### src/rtl/ws2812b_pkg.sv
// Shared definitions for the WS2812B LED chain driver: pixel format,
// GRB field offsets, default latch gap and the frame-source state encoding.
package ws2812b_pkg;

    localparam int PIXEL_W              = 24;
    localparam int G_LSB                = 16;
    localparam int R_LSB                = 8;
    localparam int B_LSB                = 0;
    localparam int DEFAULT_LATCH_CYCLES = 1200;

    typedef enum logic [1:0] {
        IDLE   = 2'd0,
        STREAM = 2'd1,
        LATCH  = 2'd2
    } ws_state_e;

    // Assemble a GRB word from its three colour channels.
    function automatic logic [PIXEL_W-1:0] pack_grb(input logic [7:0] g,
                                                    input logic [7:0] r,
                                                    input logic [7:0] b);
        logic [PIXEL_W-1:0] w;
        w = '0;
        w[G_LSB +: 8] = g;
        w[R_LSB +: 8] = r;
        w[B_LSB +: 8] = b;
        return w;
    endfunction

endpackage

### src/rtl/ws2812b_pixel_bank.sv
// Double-buffered pixel store: writes always land in the back bank, the
// front bank is read combinationally by index, and a toggle swaps roles.
module ws2812b_pixel_bank
    import ws2812b_pkg::*;
#(
    parameter int LED_COUNT = 8,
    parameter int AW        = 3
) (
    input  logic               clk,
    input  logic               rst,
    input  logic               wr_en_i,
    input  logic [AW-1:0]      wr_addr_i,
    input  logic [PIXEL_W-1:0] wr_data_i,
    input  logic               toggle_i,
    input  logic [AW-1:0]      rd_idx_i,
    output logic [PIXEL_W-1:0] rd_data_o
);

    logic [PIXEL_W-1:0] bank_q [2][LED_COUNT];
    logic               bank_sel_q;

    // Back-bank write (addresses past the chain are dropped) and bank swap;
    // the write uses the pre-swap back bank so it shows in the new frame.
    always_ff @(posedge clk or posedge rst) begin
        if (rst) begin
            for (int b = 0; b < 2; b++) begin
                for (int i = 0; i < LED_COUNT; i++) begin
                    bank_q[b][i] <= '0;
                end
            end
            bank_sel_q <= 1'b0;
        end else begin
            if (wr_en_i && (32'(wr_addr_i) < LED_COUNT)) begin
                bank_q[~bank_sel_q][wr_addr_i] <= wr_data_i;
            end
            if (toggle_i) begin
                bank_sel_q <= ~bank_sel_q;
            end
        end
    end

    assign rd_data_o = bank_q[bank_sel_q][rd_idx_i];

endmodule

### src/rtl/ws2812b_frame_source.sv
// Frame source for the WS2812B chain: triggers a frame on the free-running
// frame timer or on kick, streams the committed pixels over valid/ready,
// then holds off for the LED latch gap before accepting the next trigger.
module ws2812b_frame_source
    import ws2812b_pkg::*;
#(
    parameter int  LED_COUNT    = 8,
    parameter int  FRAME_PERIOD = 12000000,
    parameter int  LATCH_CYCLES = DEFAULT_LATCH_CYCLES,
    localparam int AW           = (LED_COUNT > 1) ? $clog2(LED_COUNT) : 1
) (
    input  logic               clk,
    input  logic               rst,
    input  logic               wr_en_i,
    input  logic [AW-1:0]      wr_addr_i,
    input  logic [PIXEL_W-1:0] wr_data_i,
    input  logic               commit_i,
    input  logic               kick_i,
    output logic               frame_start_o,
    output logic               pix_valid_o,
    output logic [PIXEL_W-1:0] pix_data_o,
    output logic               pix_last_o,
    input  logic               pix_ready_i,
    output logic               busy_o,
    output logic               overrun_o
);

    localparam int TW = (FRAME_PERIOD > 1) ? $clog2(FRAME_PERIOD) : 1;
    localparam int CW = (LATCH_CYCLES > 1) ? $clog2(LATCH_CYCLES) : 1;

    ws_state_e          state_q;
    logic [AW-1:0]      idx_q;
    logic [CW-1:0]      cnt_q;
    logic [TW-1:0]      timer_q, timer_d;
    logic               swap_pend_q, swap_pend_d;
    logic               frame_start_q, pix_valid_q, busy_q, overrun_q;
    logic               timer_wrap, trigger, swap_now, at_last;
    logic [PIXEL_W-1:0] front_data;

    ws2812b_pixel_bank #(
        .LED_COUNT (LED_COUNT),
        .AW        (AW)
    ) u_bank (
        .clk       (clk),
        .rst       (rst),
        .wr_en_i   (wr_en_i),
        .wr_addr_i (wr_addr_i),
        .wr_data_i (wr_data_i),
        .toggle_i  (swap_now),
        .rd_idx_i  (idx_q),
        .rd_data_o (front_data)
    );

    // Trigger detection, swap decision (a commit on the trigger edge still
    // counts) and next values for the frame timer and pending-swap flag.
    always_comb begin
        timer_wrap  = (timer_q == TW'(FRAME_PERIOD - 1));
        trigger     = timer_wrap || kick_i;
        timer_d     = timer_wrap ? '0 : timer_q + 1'b1;
        swap_now    = (state_q == IDLE) && trigger && (swap_pend_q || commit_i);
        swap_pend_d = swap_now ? 1'b0 : (swap_pend_q || commit_i);
        at_last     = (idx_q == AW'(LED_COUNT - 1));
    end

    // Frame sequencing IDLE -> STREAM -> LATCH -> IDLE with registered
    // handshake, status and pulse outputs.
    always_ff @(posedge clk or posedge rst) begin
        if (rst) begin
            state_q       <= IDLE;
            idx_q         <= '0;
            cnt_q         <= '0;
            timer_q       <= '0;
            swap_pend_q   <= 1'b0;
            frame_start_q <= 1'b0;
            pix_valid_q   <= 1'b0;
            busy_q        <= 1'b0;
            overrun_q     <= 1'b0;
        end else begin
            timer_q       <= timer_d;
            swap_pend_q   <= swap_pend_d;
            frame_start_q <= 1'b0;
            overrun_q     <= trigger && (state_q != IDLE);
            case (state_q)
                IDLE: begin
                    if (trigger) begin
                        state_q       <= STREAM;
                        idx_q         <= '0;
                        frame_start_q <= 1'b1;
                        pix_valid_q   <= 1'b1;
                        busy_q        <= 1'b1;
                    end
                end
                STREAM: begin
                    if (pix_ready_i) begin
                        if (at_last) begin
                            state_q     <= LATCH;
                            cnt_q       <= '0;
                            pix_valid_q <= 1'b0;
                        end else begin
                            idx_q <= idx_q + 1'b1;
                        end
                    end
                end
                LATCH: begin
                    if (cnt_q == CW'(LATCH_CYCLES - 1)) begin
                        state_q <= IDLE;
                        busy_q  <= 1'b0;
                    end else begin
                        cnt_q <= cnt_q + 1'b1;
                    end
                end
                default: begin
                    state_q     <= IDLE;
                    pix_valid_q <= 1'b0;
                    busy_q      <= 1'b0;
                end
            endcase
        end
    end

    assign frame_start_o = frame_start_q;
    assign pix_valid_o   = pix_valid_q;
    assign pix_data_o    = pix_valid_q ? front_data : '0;
    assign pix_last_o    = pix_valid_q && at_last;
    assign busy_o        = busy_q;
    assign overrun_o     = overrun_q;

endmodule
### config.mk
export PLATFORM = sky130hd
export DESIGN_NAME = ws2812b_frame_source
export DESIGN_NICKNAME = d
export VERILOG_FILES = /design/src/rtl/ws2812b_pkg.sv /design/src/rtl/ws2812b_pixel_bank.sv /design/src/rtl/ws2812b_frame_source.sv
export SDC_FILE = /design/constraint.sdc
export NUM_CORES = 1
export LEC_CHECK = 0
export CORE_AREA = 2 2 230 278
export CTS_CLUSTER_SIZE = 24
export DETAILED_ROUTE_END_ITERATION = 12
export DIE_AREA = 0 0 232 280
export SETUP_SLACK_MARGIN = 0.05
export SYNTH_ARGS = -nofsm -noshare
export SYNTH_HDL_FRONTEND = slang
export SYNTH_HIERARCHICAL = 1
export SYNTH_SLANG_ARGS = --single-unit
### constraint.sdc
create_clock -name clk -period 18.6 [get_ports clk]
set_clock_uncertainty 0.1 [all_clocks]
set_input_delay 3.72 -clock clk [delete_from_list [all_inputs] [get_ports clk]]
set_output_delay 3.72 -clock clk [all_outputs]
set_load 0.02 [all_outputs]
# ---- Word level (Yosys, flattened, before mapping)
# Cells that the tools add are included.
dict set report classes {
  add_sub_neg 3
  n_lt_le_gt_ge 6
  n_eq_ne 11
  n_mux 35
  n_bitwise 7
  reduce_logical 17
}
# cell count
set ops {}
lappend ops {{2-to-1 mux 192 bit} 4}
lappend ops {{bitwise mux 384 bit} 1}
lappend ops {{demux 192 bit (select 1 bit)} 1}
lappend ops {{2-to-1 mux 24 bit} 5}
lappend ops {{binary-select mux 24 bit (select 3 bit)} 1}
lappend ops {{demux 24 bit (select 3 bit)} 1}
lappend ops {{2-to-1 mux 11 bit} 3}
lappend ops {{adder 24 x 1 -> 24 bit, second input constant} 1}
lappend ops {{equality test 24 bit, second input constant} 1}
lappend ops {{case mux 11 bit (2 select lines)} 1}
lappend ops {{AND reduction 4 bit} 4}
lappend ops {{!= test 2 bit, second input constant} 6}
lappend ops {{adder 11 x 1 -> 11 bit, second input constant} 1}
lappend ops {{equality test 11 bit, second input constant} 1}
lappend ops {{2-to-1 mux 3 bit} 3}
lappend ops {{>= comparator 4 bit, second input constant} 2}
lappend ops {{2-to-1 mux 2 bit} 4}
lappend ops {{NOT 3 -> 4 bit} 2}
lappend ops {{2-to-1 mux 1 bit} 7}
lappend ops {{logical AND 1 bit} 6}
lappend ops {{case mux 1 bit (3 select lines)} 2}
lappend ops {{case mux 2 bit (3 select lines)} 1}
lappend ops {{case mux 3 bit (2 select lines)} 1}
lappend ops {{nonzero test 2 bit} 3}
lappend ops {{12 further kinds} 17}
dict set report word_totals {
  reg_bits 430
  inputBits 33
  output_inout_bits 29
  word_cells 105
}

# ---- Depth between registers and ports, before layout
dict set report logic_depth {
  ltp_word 8
  depth_mapped 8
  depth_no_buf 6
}

# ---- By module
# Netlist, hierarchy kept.
# module instances cells_per_inst area_each_um2 seq_area_each_um2
set by_module_without_submodules {}
lappend by_module_without_submodules {ws2812b_pixel_bank 1 1062 17229.0 9634.2}
lappend by_module_without_submodules {ws2812b_frame_source 1 259 2502.4 1126.1}

# ---- Worst setup path before layout
# No wires, ideal clock.
dict set report synth_path {
  path_type {flip-flop to output port}
  from {register idx_q[0]}
  to {output port pix_data_o[10]}
  arrival_time_ps 1854
  required_ps 14780
  setup_slack_ps 12926
  stages_incl_launch_ff 8
  path_buffers 3
  path_cell_list {dfrtp_1 > buf_2 > buf_2 > buf_1 > mux4_2 > a22oi_1 > nand2_1 > and2_1}
}
dict set report synth_via {
  elab_chain_cells 5
}
# item line
set synth_rtl {}
lappend synth_rtl {{start, declared} ws2812b_frame_source.sv:32} ;# logic [AW-1:0] idx_q;
lappend synth_rtl {{start signal, assigned} ws2812b_frame_source.sv:100} ;# idx_q <= idx_q + 1'b1;
lappend synth_rtl {{NOT 3 -> 4 bit (not written as such)} ws2812b_pixel_bank.sv:42} ;# assign rd_data_o = bank_q[bank_sel_q][rd_idx_i];
lappend synth_rtl {{binary-select mux 24 bit (select 3 bit)} ws2812b_pixel_bank.sv:42}
lappend synth_rtl {{2-to-1 mux 24 bit (not written as such) (2 in series)} ws2812b_pixel_bank.sv:42}
lappend synth_rtl {{named net front_data[10]} ws2812b_frame_source.sv:38} ;# logic [PIXEL_W-1:0] front_data;
lappend synth_rtl {{2-to-1 mux 24 bit} ws2812b_frame_source.sv:123} ;# assign pix_data_o = pix_valid_q ? front_data : '0;
lappend synth_rtl {{end, declared} ws2812b_frame_source.sv:21} ;# output logic [PIXEL_W-1:0] pix_data_o,
# The timed path passes the listed nets, and every way through them passes these cells. The select of a mux whose other input is x is not followed.

# ---- Worst setup path in the final report
dict set report layout_path {
  from {register u_bank.bank_sel_q}
  to {output port pix_data_o[7]}
}
dict set report layout_via {
  elab_chain_cells 8
}
# item line
set layout_rtl {}
lappend layout_rtl {{start, declared} ws2812b_pixel_bank.sv:20} ;# logic bank_sel_q;
lappend layout_rtl {{start signal, assigned} ws2812b_pixel_bank.sv:37} ;# bank_sel_q <= ~bank_sel_q;
lappend layout_rtl {{NOT 1 -> 2 bit (not written as such)} ws2812b_pixel_bank.sv:42}
lappend layout_rtl {{2-to-1 mux 192 bit (not written as such) (3 in series)} ws2812b_pixel_bank.sv:42}
lappend layout_rtl {{binary-select mux 24 bit (select 3 bit)} ws2812b_pixel_bank.sv:42}
lappend layout_rtl {{2-to-1 mux 24 bit (not written as such) (2 in series)} ws2812b_pixel_bank.sv:42}
lappend layout_rtl {{named net front_data[7]} ws2812b_frame_source.sv:38}
lappend layout_rtl {{2-to-1 mux 24 bit} ws2812b_frame_source.sv:123}
# The timed path passes the listed nets, and every way through them passes these cells. The select of a mux whose other input is x is not followed.

==> impl_metrics.toml <==
[timing]
setup_violations = 0
fin_ws_ns = 10.25
worst_slew_pin_slew_ns = 1.153
maxSlewViolCount = 0
fin_tns_setup_ns = 0
rsz0062_at_grt = "false"
min_period_over_period = 0.4489
period_minus_slack_ns = 8.349
timing.fmax_mhz = 119.8
hold_viol = 0
slew_headroom = 0.2298

[outcome]
outcome = "completed"

[grt]
grtUsageTotal = 0.1489
grt_pass1_vias = 12300
antenna_found_initial = 4
grt_pass1_wl_mm = 74.29
grt.overflow.total = 0
grt_max_degree = 84

[place]
place_ws_ns = 10.73
port_buffers = 61
gp_congestion = 0.7618
dp.final_hpwl_mm = 26.48
place_inst = 2121

[power]
power.density_nw_per_um2 = 174.9
p_sw_mw = 1.197
switching_share = 0.3014
p_leak_nw = 9.367
intPower_mw = 2.775
peakVddDrop_mv = 0.08216
seq_power_share = 0.411
pwr-share-comb = 0.341
p_clk_frac = 0.248

[cells_and_area]
layout.nets = 1382
drive_above_1_share = 0.4346
syn_to_final_growth_pct = 15.12
fill_cells = 5964
final_cells = 2208

[die]
core-area_um2 = 62550
row_count = 101
start_util = 0.3154
die_w_um = 232
die_area_um2 = 64960
die_h_um = 280
ioPinCount = 62

[cts]
ctsResizeCount = 0
cts_setup_buffers = 0
cts_inserted_buffers = 46
tritoncts = "done"
clkSinkCount = 430
clk_pin_slew_worst_paths_ns = 0.06
clk_latency_ns = 0.59
root_buffer = "clkbuf_16"
cts_hold_repair.buffers = 0
clk_path_buf_depth = 3
htreeDepth = 2

[drt]
final_antenna_net_count = 0
routed_wl_mm = 47.04
drt_iter0_drc = 641
vias = 11330
drc_errors = 0
drt_first_pass_iters = 4
wire_per_inst_um = 21.30
viasPerCell = 5.131

[setup_path]
path_class = "register to primary output"
setup.worst_path.start = "u_bank/bank_sel_q"
path_max_fanout = 40
start_kind = "register"
worstPathArrival_ns = 4.53
cp-end-kind = "primary output"
r2r_start = "u_bank/bank_sel_q"
ff2ff_setup_slack_ns = 15.74
cp_data_required_time_ns = 14.78
r2r-end = "u_bank/bank_q[320]"
ff2ff_path_depth = 3
crit_path_end = "pix_data_o[7]"

[logic_synthesis]
synth_area_um2 = 19730
yosysTopAreaCell = "dfrtp_1"
ys_types = 59
netlist_top_cells_count = "dfrtp_1, mux2_2, mux4_2"
yosys_warnings = 6
netlist_top_cells_area = "dfrtp_1, mux2_2, mux4_2"
ys_seq_elements = 430
post-synth-top-count-cell = "dfrtp_1"
syn_area_per_cell_um2 = 14.94
syn_inst = 1321
synthArstFlopShare = 1.000
ys_dominant_reg_cell = "dfrtp_1"
netlist.area_leader.share = 0.5453
synthesis.nets = 1358
synth_edf_count = 0
yosysSeqAreaShare = 0.5453

[run]
max_cap_violations = 0

[worst_hold_path]
holdCritPathClass = "register to register"
through the flow:
stage	instance area, um^2	hold WS [ns]	util	total power [mW]
3_5_place_dp	21070	0.3490	0.3369	3.029
6_report	22710	0.3538	0.3631	3.972
5_1_grt	22710	0.3836	0.3631	4.215
4_1_cts	22710	0.3570	0.3631	4.033
3_3_place_gp	21070	0.3384	0.3369	2.976
2_1_floorplan	19730	0.3245	-	2.617
state kept, by name, indices dropped and copies added, names as in the netlist:
name and flops:
idx_q 3, u_bank/bank_sel_q 1, swap_pend_q 1, pix_valid_o 1, timer_q 24, frame_start_o 1, u_bank/bank_q 384, busy_o 1
cnt_q 11, state_q 2, overrun_o 1
cell families (layout without fill, tap and decap cells):
family	count (synthesis)	count (layout)	share of synthesized area
other cells	0	1	0
simple gates	185	185	0.05276
mux	484	484	0.3308
compound gates	93	93	0.03393
buf+inv	112	174	0.02892
xor+xnor	13	13	0.005770
fa+ha+maj	4	4	0.002537
flops	430	430	0.5453
cell usage in the layout (no fill, tap or decap), drive strengths merged, types with 7 or more instances in the layout:
cell / count
dfrtp: 430
mux2: 384
mux4: 96
clkbuf: 66
clkdlybuf4s50: 61
nand2: 53
a22oi: 48
and2: 32
buf: 20
nor2: 20
nand3: 14
nand4: 11
a21oi: 11
or4: 10
o21ai: 10
clkinv: 10
inv: 10
o211ai: 8
and3: 8
xor2: 7
bufinv: 7
final cells by class:
type | instances | area, um^2 | area share
flip-flops and latches | 430 | 10770 | 0.4741
multi-input cells | 779 | 8478 | 0.3733
clock buffers | 66 | 1306 | 0.05751
well taps | 824 | 1031 | 0.04539
repair buffers | 81 | 760.7 | 0.03349
clock inverters | 20 | 334.1 | 0.01471
inverters | 7 | 33.78 | 0.001487
diodes | 1 | 2.502 | 0.0001102
power by group through the flow:
stage | Sequential (mW) | Combinational (mW) | Clock [mW]
after floorplan | 1.53 | 1.09 | 0
after global placement | 1.63 | 1.35 | 0
after detailed placement | 1.65 | 1.38 | 0
after CTS | 1.63 | 1.38 | 1.01
after global routing | 1.69 | 1.47 | 1.05
final | 1.63 | 1.35 | 0.986
critical path, stage by stage (launching register included):
cell	delay [ns]
dfrtp_4	0.86
buf_4	0.69
buf_4	0.68
mux4_2	0.59
a22oi_1	0.19
nand2_1	0.10
and2_1	0.17
clkdlybuf4s50_1	0.54
layer usage:
metal,vias to the layer above,global-route usage,routed length [um]
li1,4980,-,-
met3,62,0.02785,1917
met4,4,0.03797,911
met5,-,0,24
met1,6102,0.1940,20620
met2,182,0.2546,23570
how the worst min path moves through the flow:
stage / startpoint / end / slack (ns) / depth (start not counted)
after detailed placement: timer_q[0] / timer_q[0] / 0.35 / 1
after CTS: timer_q[0] / timer_q[0] / 0.36 / 1
final: timer_q[0] / timer_q[0] / 0.35 / 1
after floorplan: timer_q[0] / timer_q[0] / 0.32 / 1
after global placement: timer_q[0] / timer_q[0] / 0.34 / 1
after global routing: timer_q[0] / timer_q[0] / 0.38 / 1
Note: power is estimated with default switching activity, not from simulation.
